<file path="src/rtl/bram_arb2.sv">
// Two-port round-robin arbiter in front of a single-port BRAM with 1-cycle read latency.
// Optional power-up clear sweep enabled by defining BRAM_ARB2_CLEAR_EN.
module bram_arb2 #(
  parameter int AW = 5,
  parameter int DW = 4
) (
  input  logic          clk,
  input  logic          rst,
  input  logic          req0,
  input  logic          req1,
  input  logic          we0,
  input  logic          we1,
  input  logic [AW-1:0] addr0,
  input  logic [AW-1:0] addr1,
  input  logic [DW-1:0] wdata0,
  input  logic [DW-1:0] wdata1,
  output logic          gnt0,
  output logic          gnt1,
  output logic          rvalid0,
  output logic          rvalid1,
  output logic [DW-1:0] rdata0,
  output logic [DW-1:0] rdata1,
  output logic          mem_we,
  output logic [AW-1:0] mem_addr,
  output logic [DW-1:0] mem_wdata,
  input  logic [DW-1:0] mem_rdata,
  output logic          busy
);

  // Index of the most recent grant; reset to 1 so requester 0 wins first contention.
  logic last;
  logic run;
  logic clearing;

`ifdef BRAM_ARB2_CLEAR_EN
  typedef enum logic {CLEAR, RUN} state_t;

  state_t        state;
  logic [AW-1:0] cnt;

  always_ff @(posedge clk) begin
    if (rst) begin
      state <= CLEAR;
      cnt   <= '0;
      busy  <= 1'b1;
    end else if (state == CLEAR) begin
      cnt <= cnt + AW'(1);
      if (cnt == '1) begin
        state <= RUN;
        busy  <= 1'b0;
      end
    end
  end

  assign run      = (state == RUN);
  assign clearing = (state == CLEAR) && !rst;
`else
  assign busy     = 1'b0;
  assign run      = 1'b1;
  assign clearing = 1'b0;
`endif

  always_comb begin
    gnt0 = 1'b0;
    gnt1 = 1'b0;
    if (run && !rst) begin
      if (req0 && (!req1 || last))
        gnt0 = 1'b1;
      else if (req1)
        gnt1 = 1'b1;
    end
  end

  always_comb begin
    mem_we    = 1'b0;
    mem_addr  = '0;
    mem_wdata = '0;
    if (clearing) begin
`ifdef BRAM_ARB2_CLEAR_EN
      mem_we   = 1'b1;
      mem_addr = cnt;
`endif
    end else if (gnt0) begin
      mem_we    = we0;
      mem_addr  = addr0;
      mem_wdata = wdata0;
    end else if (gnt1) begin
      mem_we    = we1;
      mem_addr  = addr1;
      mem_wdata = wdata1;
    end
  end

  always_ff @(posedge clk) begin
    if (rst) begin
      last    <= 1'b1;
      rvalid0 <= 1'b0;
      rvalid1 <= 1'b0;
    end else begin
      rvalid0 <= gnt0 && !we0;
      rvalid1 <= gnt1 && !we1;
      if (gnt0)
        last <= 1'b0;
      else if (gnt1)
        last <= 1'b1;
    end
  end

  assign rdata0 = rvalid0 ? mem_rdata : '0;
  assign rdata1 = rvalid1 ? mem_rdata : '0;

endmodule

</file>
<file path="config.mk">
export PLATFORM = sky130hd
export DESIGN_NAME = bram_arb2
export DESIGN_NICKNAME = d
export VERILOG_FILES = /design/src/rtl/bram_arb2.sv
export SDC_FILE = /design/constraint.sdc
export NUM_CORES = 1
export LEC_CHECK = 0
export BUFFER_PORTS_ARGS = -buffer_cell sky130_fd_sc_hd__buf_2
export CORE_MARGIN = 2
export CORE_UTILIZATION = 34
export DETAILED_ROUTE_END_ITERATION = 7
export HOLD_SLACK_MARGIN = 0.15
export PLACE_DENSITY = 0.79
export SLEW_MARGIN = 0
export SYNTH_ARGS = -nofsm -noshare
export SYNTH_HDL_FRONTEND = slang
export SYNTH_SLANG_ARGS = --single-unit
export TNS_END_PERCENT = 50
</file>
<file path="constraint.sdc">
create_clock -name clk -period 1.3 [get_ports clk]
set_input_delay 0.26 -clock clk [delete_from_list [all_inputs] [get_ports clk]]
set_output_delay 0.26 -clock clk [all_outputs]
set_load 0.1 [all_outputs]
</file>
==> flow_metrics.tcl, run 1 <==
set metrics [dict create \
    synth_top_area_cell "o32ai_2" \
    synth_edf_count 0 \
    synth.distinct_cells 16 \
    error "[ERROR DPL-0038] Utilization greater than 100%, impossible to legalize" \
    fp-row-count 13 \
    status "did not finish" \
    synth_mux_area_share_pct 0 \
    cts_buffers 3 \
    clockRootBuffer "clkbuf_4" \
    synthesis.nets 84 \
    post-place-ws_ns -0.291 \
    synth_xor_area_share_pct 0 \
    ys_ff_latch 3 \
    cts.sinks 3 \
    die_h_um 42.2 \
    synth_common_cells "nand2b_1, and2_1, o32ai_2" \
    synthTopCellsByArea "o32ai_2, nand2b_1, dfxtp_1" \
    yosysTopAreaCellShare_pct 26.3 \
    synth.most_common_cell "nand2b_1" \
    port_buffers 49 \
    lastStage "4_1_cts" \
    synthAdderAreaFrac_pct 0 \
    netlist_area_um2 495 \
    htreeDepth 1 \
    hpwl_mm 1.88 \
    synth_area_per_cell_um2 8.85 \
    post_cts_buffers 2 \
    synth-async-reset-ratio_pct 0 \
    synth_flop_cell "dfxtp_1" \
    fp.dieW_um 42.2 \
    place.gp.congestion 0.809 \
    cts_resized 0 \
    clockBufferDepth 2 \
    yosys.area_share.simple_pct 42.4 \
    initial_core_util_pct 37.1 \
    synth_top_family_by_area "simple AND/OR/NAND/NOR gates" \
    hold_buffers 0 \
    ys_seq_area_share_pct 12.1 \
    synth_compound_gate_area_share_pct 33.6 \
    postSynthCellCount 56 \
    yosys_warnings 0 \
    pin_count 51 \
    placed_cells 121 \
]
through the flow:
stage / setup TNS, ns / hold slack (ns) / instance area [um2]
3_5_place_dp: -2.94 / 0.439 / 1280
3_3_place_gp: -2.58 / 0.442 / 1280
2_1_floorplan: -5.50 / 0.326 / 673
kinds of logic after synthesis:
family,Yosys count
other cells,1
buf+inv,7
simple gates,33
compound gates,12
flops,3
==> inputs of run 2 (changes only) <==
--- a/config.mk
+++ b/config.mk
@@ -6,11 +6,10 @@
 export NUM_CORES = 1
 export LEC_CHECK = 0
 export BUFFER_PORTS_ARGS = -buffer_cell sky130_fd_sc_hd__buf_2
-export CORE_MARGIN = 2
-export CORE_UTILIZATION = 34
+export CORE_AREA = 2 2 63 65
 export DETAILED_ROUTE_END_ITERATION = 7
-export HOLD_SLACK_MARGIN = 0.15
-export PLACE_DENSITY = 0.79
+export DIE_AREA = 0 0 65 67
+export PLACE_DENSITY_LB_ADDON = 0.15
 export SLEW_MARGIN = 0
 export SYNTH_ARGS = -nofsm -noshare
 export SYNTH_HDL_FRONTEND = slang
==> flow_metrics.tcl, run 2 <==
set metrics [dict create \
    status "finished with violations" \
    violations "setup timing" \
    grt_pass1_wl_mm 2.85 \
    finalMaxSlewViolations 0 \
    dr.pass1.iters 2 \
    place_area_mm2 0.00137 \
    endpoint_kind "output port" \
    core-area_mm2 0.00361 \
    synth_flop_cell "dfxtp_1" \
    cellLeakagePower_nw 0.553 \
    netlist_area_um2 495 \
    hpwl_mm 1.50 \
    yosysTopAreaCellShare_pct 26.3 \
    synth_area_per_cell_um2 8.85 \
    arrival_ns 1.26 \
    drtIter0Drc 12 \
    num_vias 634 \
    cts_buffers 3 \
    initial_core_util_pct 13.7 \
    crit_fanout 12 \
    p_per_area_mw_per_mm2 730 \
    r2r_cells 3 \
    grt_pass1_vias 647 \
    synth_compound_gate_area_share_pct 33.6 \
    nFillCells 352 \
    fp-row-count 22 \
    post_cts_buffers 0 \
    clk_latency_ns 0.21 \
    hold_ws_ns 0.227 \
    whs_path_depth 2 \
    wl_mm 1.78 \
    layout_commonest_cell "buf_2" \
    clkSlewWorstSetupHoldPaths_ns 0.03 \
    htreeDepth 1 \
    cts_tree "built" \
    die_h_um 67 \
    ys_seq_area_share_pct 12.1 \
    postSynthCellCount 56 \
    clockRootBuffer "clkbuf_8" \
    synth.distinct_cells 16 \
    synth_xor_area_share_pct 0 \
    maxCapViolations 0 \
    place.gp.congestion 0.633 \
    reg2reg_slack_ns 0.37 \
    fp.dieW_um 65 \
    crit_path_start_kind "flop" \
    post-place-ws_ns -0.149 \
    track_usage_pct 8.64 \
    port_buffers 49 \
    synth_common_cells "nand2b_1, and2_1, o32ai_2" \
    fin_area_mm2 0.00141 \
    finalClockSkew_ns 0.000754 \
    avgViaCountPerCell 3.91 \
    synth_top_area_cell "o32ai_2" \
    max_freq_mhz 659 \
    final_cell_mix "buf_2, buf_12, nand2b_1" \
    ys_ff_latch 3 \
    drive_gt1_share_pct 78.1 \
    synthAdderAreaFrac_pct 0 \
    min_path_type "input port to flop" \
    timing_hold_violations_final 0 \
    setup_viol 12 \
    area_growth_pct 185 \
    antennaDiodeCount 0 \
    synth.most_common_cell "nand2b_1" \
    rsz0062_at_grt "true" \
    fin_crit_ns 1.52 \
    r2r_start "last" \
    yosys.area_share.simple_pct 42.4 \
    peakVddDrop_mv 0.349 \
    wire_per_inst_um 11.0 \
    dieArea_mm2 0.00436 \
    synth_top_family_by_area "simple AND/OR/NAND/NOR gates" \
    pin_count 51 \
    top_regs "last: 1 flops, rvalid0: 1 flops, rvalid1: 1 flops" \
    layout_setup_ws_ns -0.216 \
    min-delay-start "we1" \
    r2r-end "last" \
    drc 0 \
    critPathKind "flop to output port" \
    cts.sinks 3 \
    grt_max_degree 22 \
    clockBufferDepth 2 \
    synth-async-reset-ratio_pct 0 \
    antenna_found_initial 0 \
    synthesis.nets 84 \
    antenna_left 0 \
    hold_buffers 0 \
    nets 143 \
    synthTopCellsByArea "o32ai_2, nand2b_1, dfxtp_1" \
    yosys_warnings 0 \
    synth_edf_count 0 \
    hold_end "rvalid1" \
    synth_mux_area_share_pct 0 \
    gr-total-overflow 0 \
    timing.final.crit_share_pct 117 \
    critPathRequiredTime_ns 1.04 \
]
## run 2: cell counts after synthesis
Identical to the previous run, type by type.
## run 2: per-stage QoR
step | setup TNS [ns] | utilization [%] | total power, mW | cells
finish | -2.36 | 39.2 | 1.03 | 162
global route | -2.96 | 39.2 | 1.08 | 162
CTS | -2.51 | 39.2 | 1.05 | 162
detailed placement | -1.41 | 37.9 | 0.778 | 158
global placement | -1.30 | 37.9 | 0.776 | 158
floorplan | -5.50 | - | 0.543 | 56
## run 2: final cells by class
cell class | instances | area [um2] | area share, %
Clock buffer | 4 | 45.0 | 3.19
Inverter | 1 | 3.75 | 0.265
Multi-Input combinational cell | 46 | 542 | 38.3
Sequential cell | 3 | 63.8 | 4.51
Tap cell | 48 | 60.1 | 4.25
Timing Repair Buffer | 60 | 699 | 49.5
## run 2: critical path, cell delays in order (launching register included)
cell and delay, ns:
dfxtp_2 0.33, a21bo_2 0.21, buf_12 0.16, o32ai_4 0.12
buf_12 0.21
## run 2: cells by family (layout without fill, tap and decap cells)
family / count (synthesis) / after routing
flip-flops: 3 / 3
AO/OA/AOI/OAI: 12 / 12
AND/OR/NAND/NOR: 33 / 33
other: 1 / 1
buffers and inverters: 7 / 65
## run 2: power breakdown
group          internal, mW  total, mW  switching (mW)
clock                 0.208      0.261          0.0528
sequential           0.0989      0.106         0.00667
combinational         0.266      0.666           0.400
total                 0.574       1.03           0.459
## run 2: worst max path at each step
stage | from | cells after the start | endpoint | slack [ns]
2_1_floorplan | req0 | 3 | mem_addr[0] | -0.39
3_3_place_gp | rst | 4 | mem_wdata[3] | -0.14
3_5_place_dp | rst | 4 | mem_wdata[3] | -0.15
4_1_cts | last | 4 | mem_addr[4] | -0.23
5_1_grt | last | 4 | mem_wdata[3] | -0.27
6_report | last | 4 | mem_we | -0.22
## run 2: metal layers
layer  vias up  wire, um  track usage [%]
met1       295       664             9.55
met4         0         0             2.39
met3         0       163             4.05
li1        316         -                -
met5         -         0                0
met2        23       957             14.8
## run 2: timing repair
action	CTS	global route
resized for setup	1	0
pin swaps	2	0
endpoints found under the setup margin	12	12
No activity file was read; power rests on OpenSTA's default activity.
==> inputs of run 3 (changes only) <==
==> constraint.sdc (replaced) <==
create_clock -name clk -period 1.3 [get_ports clk]
set_input_delay 0.065 -clock clk [delete_from_list [all_inputs] [get_ports clk]]
set_output_delay 0.065 -clock clk [all_outputs]
set_load 0.1 [all_outputs]
==> flow_metrics.tcl, run 3 (same netlist as run 2, synthesis figures left out) <==
set metrics [dict create \
    arrival_ns 1.26 \
    setup_viol 8 \
    wl_mm 1.87 \
    track_usage_pct 9.28 \
    antenna_found_initial 0 \
    violations "setup timing" \
    num_vias 611 \
    clk_latency_ns 0.22 \
    grt_pass1_wl_mm 3.11 \
    timing_hold_violations_final 0 \
    cellLeakagePower_nw 0.491 \
    critPathKind "flop to output port" \
    drtIter0Drc 9 \
    layout_commonest_cell "buf_2" \
    layout_setup_ws_ns -0.0299 \
    clkSlewWorstSetupHoldPaths_ns 0.03 \
    cts_buffers 3 \
    initial_core_util_pct 13.7 \
    finalClockSkew_ns 0.00371 \
    nets 137 \
    max_freq_mhz 752 \
    finalMaxSlewViolations 0 \
    endpoint_kind "output port" \
    fp-row-count 22 \
    antennaDiodeCount 0 \
    cts.sinks 3 \
    peakVddDrop_mv 0.256 \
    status "finished with violations" \
    place.gp.congestion 0.571 \
    dieArea_mm2 0.00436 \
    nFillCells 377 \
    min_path_type "input port to flop" \
    maxCapViolations 0 \
    whs_path_depth 2 \
    core-area_mm2 0.00361 \
    seq_area_um2 65.1 \
    avgViaCountPerCell 3.92 \
    wire_per_inst_um 12.0 \
    post_cts_buffers 0 \
    final_cell_mix "buf_2, nand2b_1, buf_12" \
    crit_path_start_kind "flop" \
    die_h_um 67 \
    hpwl_mm 1.45 \
    dr.pass1.iters 4 \
    p_per_area_mw_per_mm2 818 \
    grt_max_degree 26 \
    post-place-ws_ns -0.0658 \
    clockRootBuffer "clkbuf_8" \
    r2r_cells 3 \
    fp.dieW_um 65 \
    clockBufferDepth 2 \
    top_regs "last: 1 flops, rvalid0: 1 flops, rvalid1: 1 flops" \
    cts_tree "built" \
    multi_input_area_um2 564 \
    port_buffers 49 \
    critPathRequiredTime_ns 1.24 \
    pin_count 51 \
    fin_crit_ns 1.33 \
    gr-total-overflow 0 \
    area_growth_pct 147 \
    drc 0 \
    rsz0062_at_grt "true" \
    crit_fanout 9 \
    drive_gt1_share_pct 75.9 \
    setup_tns_ns -0.164 \
    grt_pass1_vias 665 \
    antenna_left 0 \
    timing.final.crit_share_pct 102 \
    htreeDepth 1 \
]
-- run 3: cell types whose count changed in the layout (fill, tap and decap cells not counted) --
cell	delta
buf_2	+9
dfxtp_1	+1
dfxtp_2	-2
buf_4	-5
buf_12	-11
a21bo_4	+2
dfxtp_4	+1
a21bo_2	-1
-- run 3: final timing paths --
path                            from     endpoint  slack, ns
worst max register to register  last         last       0.36
worst max-delay path            last  mem_addr[2]      -0.03
worst min-delay path             we0      rvalid0       0.03
worst min register to register  last         last       0.53
-- run 3: where the power goes --
| group | internal, mW | leakage (nW) | switching (mW) | total (mW) |
|---|---|---|---|---|
| Clock | 0.209 | 0.0228 | 0.0647 | 0.274 |
| Combinational | 0.226 | 0.443 | 0.397 | 0.623 |
| Sequential | 0.0979 | 0.0253 | 0.00704 | 0.105 |
-- run 3: final cells by class --
cell class | instances | share of cell area [%]
Multi-Input combinational cell | 47 | 46.1
Timing Repair Buffer | 53 | 39.7
Sequential cell | 3 | 5.31
Tap cell | 48 | 4.90
Clock buffer | 4 | 3.68
Inverter | 1 | 0.306
-- run 3: routing by layer --
layer / track usage (%) / up-vias / part of all wire, %
li1: - / 305 / -
met2: 14.6 / 41 / 47
met1: 12.0 / 265 / 44
met5: 0 / - / 0
met3: 2.20 / 0 / 9.8
met4: 3.99 / 0 / 0
-- run 3: worst max-delay path: stages (launching register included) --
cell and delay [ns]:
dfxtp_4 0.37, nor2b_4 0.06, buf_12 0.15, o32ai_4 0.25
buf_12 0.21
-- run 3: what timing repair did --
item / CTS / global route
endpoints found under the hold margin: 0 / 0
setup endpoints to repair: 11 / 10
hold buffers: 0 / 0
gates resized for setup: 4 / 0
cloned: 1 / 0
pin swaps: 4 / 0
-- run 3: through the flow --
step           utilization [%]  cell area, um2  std cells  hold slack [ns]  power, mW
6_report                  34.0            1220        156           0.0302       1.00
5_1_grt                   34.0            1220        156           0.0320       1.05
4_1_cts                   34.0            1220        156           0.0266       1.02
3_3_place_gp              31.9            1150        151            0.254      0.717
2_1_floorplan                -             668         56            0.131      0.541
3_5_place_dp              31.9            1150        151            0.254      0.720
